`src/rtl/l1_trigger_decision.sv`:
```
// ---------------------------------------------------------------------------
// l1_trigger_decision
//
// Accumulates the signed hidden-neuron outputs of one event into a saturating
// score. When the last beat arrives it compares the score against a signed
// threshold and issues an accept decision one cycle later. After each accept,
// further accepts are blocked for DEADTIME cycles. Above-threshold events that
// arrive during that window are counted as vetoes.
//
// Parameters
//   ACC_W     width of the signed score accumulator (must be >= 16)
//   DEADTIME  accept-suppression length in cycles; 0 disables it
//
// Ports
//   clk           clock, rising edge
//   rst           asynchronous active-high reset
//   in_valid      in_data / in_last valid this cycle (no backpressure)
//   in_data       signed 16-bit beat value
//   in_last       final beat of the event (qualified by in_valid)
//   threshold     signed 16-bit accept threshold
//   out_valid     one-cycle pulse: a decision is presented
//   trig_accept   one-cycle pulse with out_valid: the event was accepted
//   trig_score    signed final score, held until the next decision
//   dead_active   deadtime counter is nonzero
//   accept_count  saturating count of accepted events
//   veto_count    saturating count of above-threshold events blocked by deadtime
// ---------------------------------------------------------------------------
module l1_trigger_decision #(
  parameter int ACC_W    = 20,
  parameter int DEADTIME = 4
) (
  input  logic             clk,
  input  logic             rst,
  input  logic             in_valid,
  input  logic [15:0]      in_data,
  input  logic             in_last,
  input  logic [15:0]      threshold,
  output logic             out_valid,
  output logic             trig_accept,
  output logic [ACC_W-1:0] trig_score,
  output logic             dead_active,
  output logic [15:0]      accept_count,
  output logic [15:0]      veto_count
);

  localparam int DW = (DEADTIME < 1) ? 1 : $clog2(DEADTIME + 1);
  localparam logic [DW-1:0] DEAD_LOAD = DW'(DEADTIME);
  localparam logic signed [ACC_W-1:0] ACC_MAX = {1'b0, {(ACC_W-1){1'b1}}};
  localparam logic signed [ACC_W-1:0] ACC_MIN = {1'b1, {(ACC_W-1){1'b0}}};

  typedef enum logic {IDLE, ACCUM} state_t;

  state_t                  state_reg, state_next;
  logic signed [ACC_W-1:0] acc_reg, acc_next;
  logic [DW-1:0]           dead_reg, dead_next;
  logic                    out_valid_reg, trig_accept_reg;
  logic signed [ACC_W-1:0] trig_score_reg;
  logic [15:0]             accept_count_reg, veto_count_reg;

  logic signed [ACC_W-1:0] data_ext, thr_ext, acc_base, sum_sat;
  logic signed [ACC_W:0]   sum_wide;
  logic                    dec_valid, candidate, accept_fire, veto_fire;

  assign data_ext = ACC_W'(signed'(in_data));
  assign thr_ext  = ACC_W'(signed'(threshold));

  // A fresh event starts from zero, so the first beat and a single-beat
  // event share the same adder path as the continuing case.
  assign acc_base = (state_reg == ACCUM) ? acc_reg : '0;

  // One extra bit catches overflow: the top two bits disagree only when
  // the true sum left the ACC_W range, and the top bit gives the direction.
  assign sum_wide = {acc_base[ACC_W-1], acc_base} + {data_ext[ACC_W-1], data_ext};
  always_comb begin
    sum_sat = sum_wide[ACC_W-1:0];
    if (sum_wide[ACC_W] != sum_wide[ACC_W-1]) begin
      sum_sat = sum_wide[ACC_W] ? ACC_MIN : ACC_MAX;
    end
  end

  assign candidate = (sum_sat >= thr_ext);

  // Next-state / datapath logic
  always_comb begin
    state_next = state_reg;
    acc_next   = acc_reg;
    dec_valid  = 1'b0;
    if (in_valid) begin
      if (in_last) begin
        acc_next   = '0;
        state_next = IDLE;
        dec_valid  = 1'b1;
      end else begin
        acc_next   = sum_sat;
        state_next = ACCUM;
      end
    end
  end

  // The deadtime value seen here is the one before this edge, so an event
  // closing on the cycle right after an accept is still blocked.
  assign accept_fire = dec_valid && candidate && (dead_reg == '0);
  assign veto_fire   = dec_valid && candidate && (dead_reg != '0);

  always_comb begin
    dead_next = dead_reg;
    if (accept_fire) begin
      dead_next = DEAD_LOAD;
    end else if (dead_reg != '0) begin
      dead_next = dead_reg - 1'b1;
    end
  end

  always_ff @(posedge clk or posedge rst) begin
    if (rst) begin
      state_reg        <= IDLE;
      acc_reg          <= '0;
      dead_reg         <= '0;
      out_valid_reg    <= 1'b0;
      trig_accept_reg  <= 1'b0;
      trig_score_reg   <= '0;
      accept_count_reg <= '0;
      veto_count_reg   <= '0;
    end else begin
      state_reg       <= state_next;
      acc_reg         <= acc_next;
      dead_reg        <= dead_next;
      out_valid_reg   <= dec_valid;
      trig_accept_reg <= accept_fire;
      if (dec_valid) begin
        trig_score_reg <= sum_sat;
      end
      if (accept_fire && (accept_count_reg != 16'hFFFF)) begin
        accept_count_reg <= accept_count_reg + 16'd1;
      end
      if (veto_fire && (veto_count_reg != 16'hFFFF)) begin
        veto_count_reg <= veto_count_reg + 16'd1;
      end
    end
  end

  assign out_valid    = out_valid_reg;
  assign trig_accept  = trig_accept_reg;
  assign trig_score   = trig_score_reg;
  assign dead_active  = (dead_reg != '0);
  assign accept_count = accept_count_reg;
  assign veto_count   = veto_count_reg;

endmodule

```
`config.mk`:
```
export PLATFORM = sky130hd
export DESIGN_NAME = l1_trigger_decision
export DESIGN_NICKNAME = d
export VERILOG_FILES = /design/src/rtl/l1_trigger_decision.sv
export SDC_FILE = /design/constraint.sdc
export NUM_CORES = 1
export LEC_CHECK = 0
export CORE_AREA = 2 2 86 150
export DETAILED_ROUTE_END_ITERATION = 12
export DIE_AREA = 0 0 88 152
export PLACE_DENSITY_LB_ADDON = 0.08
export RECOVER_POWER = 50
export SETUP_SLACK_MARGIN = 0.5
export SYNTH_ARGS = -nofsm -noshare
export SYNTH_HDL_FRONTEND = slang
export SYNTH_SLANG_ARGS = --single-unit
```
`constraint.sdc`:
```
create_clock -name clk -period 5.8 [get_ports clk]
set_clock_uncertainty 0.15 [all_clocks]
set_input_delay 1.74 -clock clk [delete_from_list [all_inputs] [get_ports clk]]
set_output_delay 1.74 -clock clk [all_outputs]
set_load 0.02 [all_outputs]
```
# Word-level counts from Yosys, hierarchy flattened
# Cells that the tools add are included.
# word_totals
mem_bits_ro	0
ff_bits	78
ramBits	0
mem_count	0
out_inout_bits	55
latchBits	0
# classes
magnitude_cmp	1
n_div	0
mux	9
n_bitwise	0
multipliers	0
eq_ne	3
reduce_logical	8
n_shift	0
addsub	4
# ops
cell	count
20-bit 2-to-1 mux	4
16-bit by 1-bit adder with 16-bit output, second input constant	2
16-bit inequality test, second input constant	2
20-bit by 16-bit adder with 21-bit output	1
20-bit by 16-bit >= comparator with 1-bit output	1
3-bit 2-to-1 mux	2
1-bit logical AND	5
3-bit zero test	1
1-bit 2-to-1 mux	3
3-bit nonzero test	1
3-bit by 1-bit subtractor with 3-bit output, second input constant	1
2-bit nonzero test	1
1-bit inequality test	1

# Longest topological paths before layout
# Gate-level depths: netlist (run 1).
# logic_depth
depth_word	8
mapped_depth	23

# Worst setup path after synthesis (run 1)
# No wires, ideal clock.
# synth_path
path_type	input port to flip-flop
startpoint	input port in_data[15]
endpoint	register veto_count_reg[3], in the netlist veto_count[3]
arrival_ns	5.668
cell_stages	21
setup_slack_ns	-0.148
cell_sequence	ha_1 -> buf_2 -> a211oi_2 -> and3_1 -> nor4b_2 -> a221oi_4 -> o2111ai_2 -> o21ai_2 -> buf_4 -> buf_2 -> nor2_1 -> ha_1 -> nor2b_1 -> o21a_1 -> o21a_1 -> o21ai_0 -> a31oi_2 -> nor4_4 -> buf_6 -> nand4_1 -> xnor2_1
# synth_between
elab_chain_len	7
# synth_lines
element	line_no	text
from (decl)	35	input logic [15:0] in_data,
20-bit by 16-bit adder with 21-bit output *	73	assign sum_wide = {acc_base[ACC_W-1], acc_base} + {data_ext[ACC_W-1], data_ext};
20-bit 2-to-1 mux or 1-bit inequality test (tied branches)	77, 76	
20-bit 2-to-1 mux *	76	if (sum_wide[ACC_W] != sum_wide[ACC_W-1]) begin
via sum_sat[1]	60	logic signed [ACC_W-1:0] data_ext, thr_ext, acc_base, sum_sat;
20-bit by 16-bit >= comparator with 1-bit output *	81	assign candidate = (sum_sat >= thr_ext);
1-bit logical AND * (2 in a row)	103	assign veto_fire = dec_valid && candidate && (dead_reg != '0);
1-bit logical AND *	136	if (veto_fire && (veto_count_reg != 16'hFFFF)) begin
to (signal assigned)	137	veto_count_reg <= veto_count_reg + 16'd1;
to (decl)	58	logic [15:0] accept_count_reg, veto_count_reg;
# The timed path passes the listed nets; every way through them passes the cells marked *.
# A chain may end at the register's enable or synchronous reset.

# Worst setup path after layout (run 1)
# layout_path
startpoint	input port in_data[3]
endpoint	register dead_reg[0]
# layout_between
elab_chain_len	7
# layout_lines
element	line_no	text
20-bit by 16-bit adder with 21-bit output *	73	
20-bit 2-to-1 mux or 1-bit inequality test (tied branches)	77, 76	
20-bit 2-to-1 mux *	76	
via sum_sat[12]	60	
20-bit by 16-bit >= comparator with 1-bit output *	81	
1-bit logical AND * (2 in a row)	102	assign accept_fire = dec_valid && candidate && (dead_reg == '0);
3-bit 2-to-1 mux or 2-bit nonzero test (tied branches)	--	
to (signal assigned)	127	dead_reg <= dead_next;
to (decl)	55	logic [DW-1:0] dead_reg, dead_next;
# Marks and branches as above.

==> results.md, run 1 <==
* Slowest Stage Delay on Critical Path at 360 ps
* Clk pwr share at 15.9%
* Buf/Inv on CP at 9
* Number of synthesized register bits at 78
* Failing checks: capacitance limit, slew limit, setup timing
* Met3 wire len at 574 µm
* Num CTS Buffers at 9
* Total chip power at 3300 µW
* Initial antenna violation count at 0
* Ratio of cells with drive above 1 in the final layout at between 30% and 40%
* Cell occurring most often along the worst timing path: buf_4
* Number of synthesized flops with an enable pin at 0
* Worst setup SP type: primary input
* CORE AREA at 12200 µm²
* Number of remaining DRC errors at 0
* Met2 wire length at a little over 9000 µm
* NumNets Final at 882
* Met1 WL at 6090 µm
* Flop pwr share at 23.9%
* Post-synth top cells: 78 x dfrtp_1, 49 x inv_1, 47 x nand2_1
* Full die area at 13400 µm²
* HP Class: reg2reg
* Crit path from: in_data[3]
* Combinational share of power at 60.2%
* FF-to-FF path depth at 24
* Max-Cap Viols at 1
* Primary FF master, synth: dfrtp_1
* Period utilization at 102%
* Clock Sinks at 78
* IO buf count at 90
* Crit path depth at 26
* Crit Path Category: in2reg
* Most frequent cell after synthesis: dfrtp_1
* Worst-skew pair later-pin latency at 340 ps
* Largest net degree at the start of global routing at 44
* # fillers at between 900 and 1000
* GRT Total Usage at 25.2%
* Critical path's top delay family: compound AO/OA/AOI/OAI gates
* Top cell type by total area after synthesis: dfrtp_1
* Initial Util at 43.6%
* Placer congestion estimate at 0.898
* Post-Synthesis Cells at ~570
* CTS Hold Bufs at 0
* Unique masters post-synth at 65
* Pint at 2020 µW
* Area Growth Syn to Fin at 60.8%
* Placed cell count at 916
* Psw at 1290 µW
* CP Capture Type: register
* Top sig layer: met4
* Syn avg cell area at 9.34 µm²
* Setup ws final at -111 ps
* Synth area leaders: dfrtp_1 37%, ha_1 10%, xnor2_1 5.6%
* Post-Syn Nets at 652
* Cell Count, Final, Fillers Out at 974
* Minimum clock period at 5910 ps
* Antenna Violating Nets Remaining at 0
* Worst r2r src: state_reg
* CTS tree: done
* Wirelength per Cell at 16.9 µm
* Area share of the largest cell type after synthesis at 36.6%
* Fmax at 169 MHz
* Vias per cell at 5.22
* H-Tree Depth at 3
* DR vias at just over 5000
* Slew Limit Fails at 44
* Crit path to: dead_reg[0]
* Status: complete, but fails checks
* Reg2reg end: accept_count[1]
* Final Hold Viols at 0
* Worst EP required at 5900 ps
* Total gr overflow at 0
* P_leak at about 0.004 µW
* Antenna fix cells at 0
* Worst Path Max Fanout at 4
* Flop-to-flop setup slack at 470 ps
* Yosys synthesis warning count at 0
* Root Buffer: clkbuf_16
* Slew Limit Headroom at -28.8%
* Hold path depth at 1
* First-pass GRT wire length at 26600 µm
* Die height at around 150 µm
* Max rail drop VDD at approximately 0.28 mV
* Clock slew seen by the registers of the worst setup and hold paths at roughly 60 ps
* Switch share at 38.9%
* Std-Cell Rows at 54
* DP HPWL at ~12000 µm
* Ys async rst share at 100%
* Actual slew at the worst max-slew pin at around 1900 ps
* Worst Path Arrival at 6010 ps
* DRT Wirelength at 16500 µm
* Vias in the first global route at 5494
* Slowest cell on crit path: and4bb_4
* Setup-failing EPs final at 31
* Cell Pwr Density at roughly 390 nW/µm²
* First-pass DRT Iterations at 4
* RSZ-0062 raised after global routing: true
* Starting DRC count in detailed routing at between 150 and 200
* Cell Area, Synth at 5330 µm²
* Io pins at 91
* Die Width at 88 µm
* CTS max path bufs at 2
* Seq/Total Area, Yosys at between 30 and 40%
worst min path at each step:
stage                start     endpoint  slack, ps
2_1_floorplan  dead_reg[0]  dead_reg[0]        290
3_3_place_gp   dead_reg[0]  dead_reg[0]        310
6_report       dead_reg[0]  dead_reg[0]        330
4_1_cts        dead_reg[0]  dead_reg[0]        330
5_1_grt        dead_reg[0]  dead_reg[0]        330
3_5_place_dp   dead_reg[2]  dead_reg[2]        330
cell families (layout without fill, tap and decap cells):
kind of cell | Yosys count | in the layout | synth area share (%)
and+or+nand+nor | 193 | 193 | 19.6
AOI/OAI and AO/OA | 130 | 130 | 18.1
DFF | 78 | 78 | 36.6
buffers and inverters | 72 | 307 | 5.86
adders and majority gates | 45 | 45 | 10.7
xor gates and xnor gates | 42 | 42 | 6.90
muxes | 11 | 11 | 2.28
cell type report:
| cell class | count | area [µm²] | share of cell area (%) |
|---|---|---|---|
| Sequential cell | 78 | 1950 | 22.8 |
| Timing Repair Buffer | 242 | 2170 | 25.2 |
| Multi-Input combinational cell | 421 | 3790 | 44.2 |
| Clock buffer | 11 | 243 | 2.83 |
| Inverter | 49 | 185 | 2.16 |
| Tap cell | 168 | 210 | 2.45 |
| Clock inverter | 5 | 35.0 | 0.408 |
cells in the final DEF (no fill, tap or decap), drive strengths merged, types with 17 or more instances in the layout:
cell	instances
o21ai	38
nand2	47
buf	156
inv	48
clkdlybuf4s50	64
ha	44
xnor2	34
nand3	17
dfrtp	78
nand4	21
nor2	39
and2	25
a21oi	33
through the flow:
step	util (%)	TNS, ps	worst slack, ps	hold slack, ps	instance area [µm²]
after floorplan	-	0	131	290	5480
after global placement	59.6	-24580	-791	306	7290
after detailed placement	59.6	-25910	-829	326	7290
after CTS	68.3	-199	-43.2	330	8360
after global routing	70.1	-8020	-306	334	8580
final	70.1	-1800	-111	329	8580
per-layer routing:
metal,GRT usage (%),vias to the layer above
li1,-,2473
met1,27.3,2476
met2,46.8,100
met3,4.29,38
met4,9.89,0
met5,0,-
what timing repair did:
item                       4_1_cts  5_1_grt
setup endpoints to repair       36       36
buffers inserted                31       10
pin swaps                       77       34
gates resized for setup        138       32
gates cloned                     1        0
power groups by stage:
stage	Combinational, µW	Clock, µW	Sequential (µW)
floorplan	849	0	881
global placement	1660	0	793
detailed placement	1690	0	798
CTS	1930	539	791
global route	2160	560	809
finish	1990	525	790
(Power assumes the default switching activity.)
==> run 2, diff against run 1 <==
GPL_TIMING_DRIVEN = 1   (was not set)
PLACE_DENSITY_LB_ADDON = 0.25   (was 0.08)
==> run 2 against run 1 <==
Effect of this change:
- the run ends with setup timing left
- non-clock buffer count increased by 6
- maximum frequency grew 0.96%
- sequential power grew 1%
- utilization is 0.69 points higher
- cell count is 0.31% higher
==> results.md, run 2 (synthesized netlist as in run 1, its figures left out) <==
* Num CTS Buffers at 9
* DR vias at 5241
* Placer congestion estimate at 0.928
* Setup-failing EPs final at 19
* Cell Count, Final, Fillers Out at 977
* Pre-CTS setup slack at -944 ps
* HP Class: reg2reg
* Slew Limit Fails at 0
* CTS max path bufs at 2
* Worst-skew pair later-pin latency at 330 ps
* Worst Path Max Fanout at 7
* Commonest non-fill, non-tap cell in the layout: buf_4
* Worst EP required at 5860 ps
* Max-Cap Viols at 0
* DP HPWL at 12500 µm
* Slowest cell on crit path: a2111oi_4
* Initial Util at between 40% and 50%
* Full die area at about 13000 µm²
* DRT Wirelength at 17300 µm
* IO buf count at 90
* Die Width at 88 µm
* Largest net degree at the start of global routing at 47
* Total gr overflow at 0
* Cell Pwr Density at 402 nW/µm²
* Setup ws final at -54.1 ps
* Die height at 152 µm
* Final Hold Viols at 0
* P_leak at approximately 0.0039 µW
* Slowest Stage Delay on Critical Path at around 400 ps
* First-pass DRT Iterations at 4
* Minimum clock period at 5850 ps
* Buf/Inv on CP at 7
* CTS tree: done
* Wirelength per Cell at roughly 18 µm
* Clock Sinks at 78
* RSZ-0062 raised after global routing: true
* Ratio of cells with drive above 1 in the final layout at 39.1%
* Io pins at 91
* Number of remaining DRC errors at 0
* Clock slew seen by the registers of the worst setup and hold paths at 50 ps
* Placed cell count at 916
* CORE AREA at 12200 µm²
* Std-Cell Rows at 54
* Actual slew at the worst max-slew pin at about 1400 ps
* Worst setup SP type: primary input
* Vias in the first global route at around 5600
* NumNets Final at about 890
* Root Buffer: clkbuf_16
* GRT Total Usage at 25.2%
* Period utilization at 101%
* Starting DRC count in detailed routing at 200
* H-Tree Depth at 3
* CP Capture Type: register
* Antenna fix cells at 0
* Fmax at 171 MHz
* Slew Limit Headroom at 5.89%
* Area Growth Syn to Fin at 62.4%
* Initial antenna violation count at 0
* Status: complete, but fails checks
* CP cell instances: buf_6 > ha_4 > nand3_2 > a21bo_2 > buf_6 > a2111oi_4 > a221oi_4 > buf_4 > o21ai_4 > buf_6 > o21ai_4 > ha_4 > buf_4 > nand4_1 > nor4_4 > a21oi_1 > nand2_1 > and4bb_4 > nor4_4 > buf_4 > clkbuf_16 > nand4_1 > xnor2_1
* Failing checks: setup timing
* Worst Path Arrival at 5920 ps
* Max rail drop VDD at 0.367 mV
* Vias per cell at 5.36
* Crit Path Category: in2reg
* First-pass GRT wire length at 26600 µm
* Total chip power at 3480 µW
* Antenna Violating Nets Remaining at 0
* CTS Hold Bufs at 0
* Critical path's top delay family: simple AND/OR/NAND/NOR gates
* Commonest non-fill, non-tap cells in the layout: 133 x buf_4, 78 x dfrtp_1, 62 x clkdlybuf4s50_1
## run 2: cell count changes in the layout (fill, tap and decap cells not counted), sizes merged
cell / delta
dlygate4sd2: -5
dlygate4sd3: +2
clkinvlp: -2
bufinv: +2
buf: +11
clkinv: -1
clkdlybuf4s50: -2
clkbuf: -2
## run 2: final cells by class
cell class | instances | area, µm²
Sequential cell | 78 | 1950
Clock inverter | 4 | 75.1
Tap cell | 168 | 210
Clock buffer | 9 | 225
Timing Repair Buffer | 248 | 2190
Inverter | 49 | 185
Fill cell | 873 | 3570
Multi-Input combinational cell | 421 | 3820
## run 2: per-stage QoR
step	hold WS (ps)	TNS [ps]	util [%]	cell area, µm²
2_1_floorplan	290	0	-	5480
3_3_place_gp	305	-25480	59.5	7280
3_5_place_dp	340	-29230	59.5	7280
4_1_cts	337	0	67.2	8220
5_1_grt	363	-5110	70.8	8660
6_report	331	-403	70.8	8660
## run 2: routing by layer
layer | routed length, µm | GRT usage [%] | up-vias
li1 | - | - | 2476
met2 | 9790 | 46.4 | 153
met5 | 0 | 0 | -
met3 | 676 | 4.18 | 54
met4 | 835 | 13.3 | 0
met1 | 6000 | 26.1 | 2558
## run 2: worst reg2reg max path: cells and delay by family (launching register included)
family                     cells  cell delay (ps)
and+or+nand+nor                8             1610
DFF                            1              720
AOI/OAI and AO/OA              6              910
buffers and inverters          6              840
adders and majority gates      3              840
xor gates and xnor gates       1              150
## run 2: path summary, 6_finish.rpt
check / from / to / slack, ps / cells past startpoint
min in group asynchronous: rst / veto_count[9] / 2030 / 2
max in group asynchronous: rst / acc_reg[0] / 1740 / 3
setup / recovery: in_data[10] / accept_count[14] / -50 / 23
setup reg to reg: state_reg / accept_count[14] / 450 / 24
hold reg to reg: dead_reg[0] / dead_reg[0] / 330 / 1
hold / removal: dead_reg[0] / dead_reg[0] / 330 / 1
## run 2: power by group
part / internal, µW / total [µW] / switching (µW) / leakage (µW)
registers: 687 / 798 / 112 / 0.00101
clock network: 369 / 581 / 212 / 0.000139
logic: 1080 / 2100 / 1020 / 0.00277
total: 2140 / 3480 / 1350 / 0.00392
## run 2: timing repair
item,CTS,global route
endpoints found under the setup margin,36,36
resized for setup,131,56
setup buffers,34,13
pin swaps,60,53
cloned,0,1
==> run 3, diff against run 2 <==
clock period = 7 ns   (was 5.8 ns; I/O delays follow)
==> run 3 against run 2 <==
Effect of this change:
- count of clock-buffer cells in the layout unchanged
- sequential cell count unchanged
- clock power down 16%
- non-clock buffer count down 68
- the flow finishes with violations (capacitance limit, slew limit)
- sequential share of layout area up 2.7 points
- sequential power down 17%
- largest power group unchanged
- cell count down 6.6%
- register-to-register slack better by 1200 ps
- combinational power down 33%
- die area unchanged
- utilization down 7.6 points
==> results.md, run 3 (synthesized netlist as in run 1, its figures left out) <==
* Status: complete, but fails checks
* Failing checks: capacitance limit, slew limit
* Worst Path Max Fanout at 8
* WHS Endpoint: veto_count[13]
* Largest net degree at the start of global routing at 79
* Crit Path Category: in2reg
* HP Class: reg2reg
* Combinational share of power at 54.9%
* DP HPWL at 12300 µm
* Flop-to-flop setup slack at 1620 ps
* Hold path depth at 1
* CTS Hold Bufs at 0
* Full die area at 13400 µm²
* Root Buffer: clkbuf_16
* Period utilization at 91.3%
* IO buf count at 90
* Fin Setup TNS at 0 ps
* Commonest non-fill, non-tap cells in the layout: 80 x buf_4, 78 x dfrtp_1, 49 x clkdlybuf4s50_1
* Fmax at 156 MHz
* Setup ws final at 608 ps
* Worst-skew pair later-pin latency at 340 ps
* Psw at slightly above 1000 µW
* Die height at between 150 and 200 µm
* DRT Wirelength at around 16000 µm
* Vias per cell at ~5.4
* Clock slew seen by the registers of the worst setup and hold paths at approximately 60 ps
* Clk pwr share at 19.2%
* Ratio of cells with drive above 1 in the final layout at 26.7%
* Setup-failing EPs final at 0
* Antenna fix cells at 0
* Worst setup SP type: primary input
* Num CTS Buffers at 9
* Clock Sinks at 78
* P_leak at between 0.003 and 0.004 µW
* Die Width at 88 µm
* H-Tree Depth at 3
* Slew Limit Fails at 79
* Starting DRC count in detailed routing at 250
* RSZ-0062 raised after global routing: false
* Flop pwr share at 25.8%
* Max-Cap Viols at 1
* Minimum clock period at 6390 ps
* CTS tree: done
* Actual slew at the worst max-slew pin at 1990 ps
* Std-Cell Rows at 54
* Io pins at 91
* First-pass DRT Iterations at 4
* CORE AREA at roughly 12000 µm²
* Cell Pwr Density at 330 nW/µm²
* Switch share at 40.5%
* CTS max path bufs at 2
* Initial Util at 43.6%
* Placer congestion estimate at 0.892
* Worst Path Arrival at roughly 6500 ps
* CP Capture Type: register
* Number of remaining DRC errors at 0
* Initial antenna violation count at 0
* Pre-CTS setup slack at -324 ps
* Area Growth Syn to Fin at 45.0%
* Final Hold Viols at 0
* Pint at 1520 µW
* GRT Total Usage at 24.9%
* DR vias at 4956
* NumNets Final at 821
* Slew Limit Headroom at -32.3%
* Reg2reg end: veto_count[1]
* Worst EP required at 7080 ps
* Antenna Violating Nets Remaining at 0
* Commonest non-fill, non-tap cell in the layout: buf_4
* Vias in the first global route at about 5200
* Total gr overflow at 0
* Final hold slack at around 330 ps
* Max rail drop VDD at 0.195 mV
* FF-to-FF path depth at 25
* Hold wc startpoint: veto_count[13]
* Wirelength per Cell at 17.9 µm
* First-pass GRT wire length at around 26000 µm
* Worst r2r src: state_reg
==> run 3: worst max path at each step <==
stage	from	end	cells past startpoint	slack, ps
2_1_floorplan	in_data[15]	veto_count[3]	21	690
3_3_place_gp	in_data[15]	veto_count[1]	19	-220
3_5_place_dp	in_data[15]	veto_count[1]	19	-320
4_1_cts	in_data[2]	accept_count[11]	28	500
5_1_grt	in_data[12]	accept_count[15]	22	430
6_report	in_data[12]	accept_count[15]	23	610
==> run 3: layout make-up <==
cell class / count / area [µm²]
clock buffer: 9 / 225
multi-input combinational: 422 / 3440
fill: 1043 / 4490
clock inverter: 7 / 85.1
timing repair buffer: 180 / 1640
sequential: 78 / 1950
inverter: 49 / 184
tap: 168 / 210
==> run 3: worst max-delay path, cell delays in order <==
cell and delay, ps:
clkdlybuf4s50_1 470, ha_2 310, a21oi_4 190, o21ai_0 150
or2_2 360, o21ai_4 200, mux2i_2 250, buf_6 170
buf_6 130, buf_4 110, nor2_1 50, nor2_1 120
ha_1 250, o21a_1 110, o21a_1 210, o21ai_2 180
a31oi_2 120, buf_6 150, nor4_4 310, buf_12 170
buf_4 100, nand4_1 100, xnor2_1 150
==> run 3: metrics by stage <==
| step | utilization (%) | power, µW | instance area [µm²] | cells |
|---|---|---|---|---|
| after floorplan | - | 1390 | 5330 | 571 |
| after global placement | 55.7 | 1900 | 6810 | 869 |
| after detailed placement | 55.7 | 1930 | 6810 | 869 |
| after CTS | 60.8 | 2510 | 7430 | 904 |
| after global routing | 63.2 | 2710 | 7730 | 913 |
| final | 63.2 | 2550 | 7730 | 913 |
==> run 3: routing by layer <==
layer	part of all wire [%]	wire length [µm]	GRT usage, %
met3	2.7	445	3.10
met2	56	9120	45.2
met5	0	0	0
met4	5.6	919	14.4
met1	36	5830	26.3
==> run 3: power groups by stage <==
stage               clock, µW  combinational [µW]  sequential (µW)
global placement            0                1240              663
floorplan                   0                 655              730
global route              517                1520              670
CTS                       502                1340              661
finish                    490                1400              659
detailed placement          0                1260              669
==> run 3: timing repair <==
item	CTS	global route
setup endpoints to repair	36	35
pin swaps	22	44
buffers inserted	18	9
cloned	1	0
gates resized for setup	42	51
